--- src/rtl/rd_burst_arb.sv ---
// rtl/rd_burst_arb.sv - round-robin burst arbiter for a shared FIFO read port
module rd_burst_arb #(
  parameter int NUM_REQ = 4,
  parameter int LEN_W   = 3,
  parameter int TIMEOUT = 16
) (
  input  logic                     rd_clk,
  input  logic                     rst,
  input  logic                     empty,
  input  logic [NUM_REQ-1:0]       req,
  input  logic [NUM_REQ*LEN_W-1:0] req_len,
  output logic                     rd_en_sys,
  output logic [NUM_REQ-1:0]       gnt,
  output logic [NUM_REQ-1:0]       data_vld,
  output logic                     done,
  output logic                     abort,
  output logic                     busy
);

  localparam int IDX_W = (NUM_REQ > 1) ? $clog2(NUM_REQ) : 1;
  localparam logic [IDX_W-1:0] LAST_IDX = IDX_W'(NUM_REQ - 1);
  localparam logic [7:0]       TO_LAST  = 8'(TIMEOUT - 1);

  typedef enum logic [1:0] {
    S_IDLE  = 2'd0,
    S_BURST = 2'd1,
    S_END   = 2'd2
  } state_t;

  state_t           state;
  logic [IDX_W-1:0] rr_ptr;
  logic [IDX_W-1:0] gidx;
  logic [LEN_W-1:0] beat_cnt;
  logic [7:0]       empty_cnt;

  logic [LEN_W-1:0] len_arr [NUM_REQ];
  logic             pick_vld;
  logic [IDX_W-1:0] pick_idx;
  logic [IDX_W-1:0] cand_idx;
  logic [LEN_W-1:0] pick_len;

  for (genvar i = 0; i < NUM_REQ; i++) begin : g_len
    assign len_arr[i] = req_len[i*LEN_W +: LEN_W];
  end

  // First requester at or after rr_ptr, wrapping modulo NUM_REQ.
  always_comb begin
    pick_vld = 1'b0;
    pick_idx = '0;
    cand_idx = '0;
    for (int k = 0; k < NUM_REQ; k++) begin
      cand_idx = IDX_W'((int'(rr_ptr) + k) % NUM_REQ);
      if (!pick_vld && req[cand_idx]) begin
        pick_vld = 1'b1;
        pick_idx = cand_idx;
      end
    end
    pick_len = len_arr[pick_idx];
  end

  assign rd_en_sys = ~rst & (state == S_BURST) & ~empty & req[gidx];
  assign busy      = (state != S_IDLE);

  always_ff @(posedge rd_clk) begin
    if (rst) begin
      state     <= S_IDLE;
      rr_ptr    <= '0;
      gidx      <= '0;
      beat_cnt  <= '0;
      empty_cnt <= '0;
      gnt       <= '0;
      data_vld  <= '0;
      done      <= 1'b0;
      abort     <= 1'b0;
    end else begin
      data_vld <= rd_en_sys ? gnt : '0;
      done     <= 1'b0;
      abort    <= 1'b0;
      case (state)
        S_IDLE: begin
          if (pick_vld) begin
            gnt       <= NUM_REQ'(1) << pick_idx;
            gidx      <= pick_idx;
            beat_cnt  <= pick_len;
            empty_cnt <= '0;
            state     <= S_BURST;
          end
        end
        S_BURST: begin
          if (!req[gidx]) begin
            gnt   <= '0;
            abort <= 1'b1;
            state <= S_END;
          end else if (empty) begin
            // The TIMEOUT-th consecutive empty cycle ends the burst.
            if (empty_cnt == TO_LAST) begin
              gnt   <= '0;
              abort <= 1'b1;
              state <= S_END;
            end else begin
              empty_cnt <= empty_cnt + 8'd1;
            end
          end else begin
            empty_cnt <= '0;
            if (beat_cnt == '0) begin
              gnt   <= '0;
              done  <= 1'b1;
              state <= S_END;
            end else begin
              beat_cnt <= beat_cnt - LEN_W'(1);
            end
          end
        end
        S_END: begin
          rr_ptr <= (gidx == LAST_IDX) ? '0 : gidx + IDX_W'(1);
          state  <= S_IDLE;
        end
        default: state <= S_IDLE;
      endcase
    end
  end

endmodule

--- config.mk ---
export PLATFORM = sky130hd
export DESIGN_NAME = rd_burst_arb
export DESIGN_NICKNAME = d
export VERILOG_FILES = /design/src/rtl/rd_burst_arb.sv
export SDC_FILE = /design/constraint.sdc
export NUM_CORES = 1
export LEC_CHECK = 0
export CAP_MARGIN = 20
export CORE_MARGIN = 5
export CORE_UTILIZATION = 45
export CTS_CLUSTER_DIAMETER = 30
export DETAILED_ROUTE_END_ITERATION = 10
export PLACE_DENSITY = 0.77
export SYNTH_ARGS = -nofsm -noshare
export SYNTH_HDL_FRONTEND = slang
export SYNTH_SLANG_ARGS = --single-unit
--- constraint.sdc ---
create_clock -name rd_clk -period 1.9 [get_ports rd_clk]
set_clock_uncertainty 0.2 [all_clocks]
set_input_delay 0.475 -clock rd_clk [delete_from_list [all_inputs] [get_ports rd_clk]]
set_output_delay 0.475 -clock rd_clk [all_outputs]
set_load 0.02 [all_outputs]
==> impl_metrics.ini <==
[cts]
cts_tree = done
cts_num_sinks = 27
cts-root-buf = clkbuf_4
hold_buffers = 0
cts_buffers = 3
insertion_delay_ns = 0.35
clock_path_buffers = 2
path_clk_slew_ns = 0.15
h-tree-depth = 1

[final_layout]
nets = 233
fillCellCount = 231
area.sequential_um2 = 546
drive_above_1_share_pct = 34.9
diodes = 0
syn2layout_area_growth_pct = 52.0
fin_cells = 253
multi_input_area_um2 = 957

[min_path]
hold_path_class = reg2reg

[sta]
finalHoldViolCount = 0
min_period_ns = 2.34
finalCritPeriodShare_pct = 123
final_max_slew_viol_count = 0
timing.final.ws_setup_ns = -0.440
slew_headroom_pct = 75.4
whs_ns = 0.303
setup_tns_ns = -1.56
worstMarginPinSlew_ns = 0.368
fmax_ghz = 0.427
setup-violations-final = 17
rsz0062_at_grt = yes

[setup_path]
max_stage_delay_ns = 0.52
start_kind = register
critPathMaxFanout = 2
cpMaxStageDelayCell = mux4_2
end_kind = output port
crit_arrival_ns = 1.67
critical_path_class = reg2out
critical_path_required_ns = 1.22
path_cells = mux4_2 -> nor2b_4 -> nor3b_4 -> buf_6

[placed_design]
dp.cells = 240
port_buffers = 30
globalplace.congestion = 0.831
dp_slack_ns = -1.01
dpl.hpwl_um = 2610

[drt]
drtAntennaViolNets = 0
route.met2.wl_um = 1940
wl_met3_um = 179
vias_per_cell = 5.26
highest_layer = met4
drc = 0
vias = 1332
routedWlPerCell_um = 14.4
drtIter0Drc = 55
wl_met1_um = 1440
dr.pass1.iters = 4
wirelength_um = 3640

[die]
row_count = 20
fp.dieH_um = 65.9
start_util_pct = 46.4
fp.dieW_um = 65.9
num_io_pins = 31
dieArea_um2 = 4340
core_um2 = 3030

[status]
outcome = complete, but fails checks
violations = negative setup slack

[run]
cap_viol_max_count = 0

[logic_synthesis]
syn_nets = 170
ys_top_cells_by_area = dfxtp_1 38%, mux2i_1 7.1%, nor2_1 6.7%, xor2_1 3.7%, ha_1 3.6%
synthCells = 147
ys.flop_type = dfxtp_1
ys_types = 47
syn-cell-area_um2 = 1410
netlist.area_leader.share_pct = 38.4
synth_async_sr_flop_share_pct = 0
avgSynthCellArea_um2 = 9.57
synth_seq_cells = 27
synth_edf_count = 0
synth-warning-count = 0
yosysTopAreaCell = dfxtp_1
yosysSeqAreaShare_pct = 38.4

[pwr]
power.share.clock_pct = 18.0
p_comb_share_pct = 38.5
p_total_w = 0.00145
p_leak_nw = 0.905
p_int_w = 0.000968
p_sw_share_pct = 33.5
seqPwrFrac_pct = 43.5
max-vdd-ir-drop_mv = 0.520
power.density_nw_per_um2 = 681
p_sw_w = 0.000487

[grt]
antenna_found_initial = 0
grt_pass1_vias = 1345
overflow = 0
grt_pass1_wl_um = 5970
grt_usage_pct = 17.8
grt_max_degree = 18
[cells in the final DEF, fill, tap and decap left out, types with 4 or more instances in the layout]
cell             count
buf_6                7
dfxtp_1             23
nor2_1              23
clkdlybuf4s50_1     13
xor2_1               6
and2_1               6
nand2b_1             4
a21oi_1              4
nand2_1              5
dlygate4sd2_1       11
buf_4               25
mux2i_1             10
ha_1                 4
dfxtp_2              4
[timing repair]
item | 4_1_cts | 5_1_grt
buffers inserted | 6 | 5
setup endpoints to repair | 37 | 19
gates resized for setup | 46 | 14
pin swaps | 14 | 10
[Yosys cell counts (2+ instances only)]
| cell type | count |
|---|---|
| dfxtp_1 | 27 |
| and2_1 | 6 |
| a211oi_2 | 2 |
| xor2_1 | 6 |
| nand2_1 | 8 |
| nor3b_2 | 3 |
| nand4_1 | 2 |
| nand2b_1 | 4 |
| nand3_1 | 2 |
| ha_1 | 4 |
| clkbuf_1 | 2 |
| a21oi_1 | 4 |
| mux2i_1 | 10 |
| inv_1 | 4 |
| nor2b_1 | 4 |
| nor2_1 | 25 |
| a22oi_1 | 2 |
| nor3_1 | 2 |
| a32oi_1 | 2 |
[path summary, 6_finish.rpt]
path / cells after the start / slack (ns) / from / end
worst max register to register: 6 / -0.11 / empty_cnt[4] / gnt[2]
worst min register to register: 1 / 0.30 / gnt[0] / data_vld[0]
worst min-delay path: 1 / 0.30 / gnt[0] / data_vld[0]
worst max-delay path: 4 / -0.44 / gidx[1] / rd_en_sys
[registers in the layout, summed over array words and instances, names as in the netlist]
signal	cells
abort	1
beat_cnt	3
data_vld	4
done	1
empty_cnt	8
gidx	2
gnt	4
rr_ptr	2
state	2
[stage by stage]
stage	instance area, um^2	util [%]
2_1_floorplan	1430	-
3_3_place_gp	1940	64.1
3_5_place_dp	1940	64.1
4_1_cts	2060	68.1
5_1_grt	2140	70.6
6_report	2140	70.6
[layout make-up]
| class | instances | share of cell area [%] |
|---|---|---|
| Inverter | 4 | 0.703 |
| Timing Repair Buffer | 61 | 25.0 |
| Clock buffer | 3 | 1.05 |
| Multi-Input combinational cell | 113 | 44.8 |
| Clock inverter | 1 | 0.351 |
| Sequential cell | 27 | 25.5 |
| Tap cell | 44 | 2.58 |
[power groups by stage]
stage	registers, W	clock network (W)	logic (W)
global route	0.000637	0.000290	0.000607
detailed placement	0.000640	0	0.000465
global placement	0.000637	0	0.000450
floorplan	0.000651	0	0.000264
CTS	0.000630	0.000270	0.000511
finish	0.000633	0.000262	0.000560
[kinds of logic after synthesis]
group	count (synthesis)	share of synthesized area [%]
simple gates	67	27.0
flops	27	38.4
compound gates	23	15.1
mux	12	9.52
xor+xnor	7	4.36
buf+inv	7	1.96
fa+ha+maj	4	3.56
[routing by layer]
metal,up-vias,global-route usage (%)
li1,644,-
met1,630,18.5
met2,48,34.2
met3,10,4.08
met4,0,6.22
met5,-,0
[worst max-delay path: cells and delay by family, from the launching register on]
| family | cells | cell delay, ns |
|---|---|---|
| buffers and inverters | 1 | 0.13 |
| DFF | 1 | 0.37 |
| muxes | 1 | 0.52 |
| and+or+nand+nor | 2 | 0.30 |
Note: power is estimated with default switching activity, not from simulation.
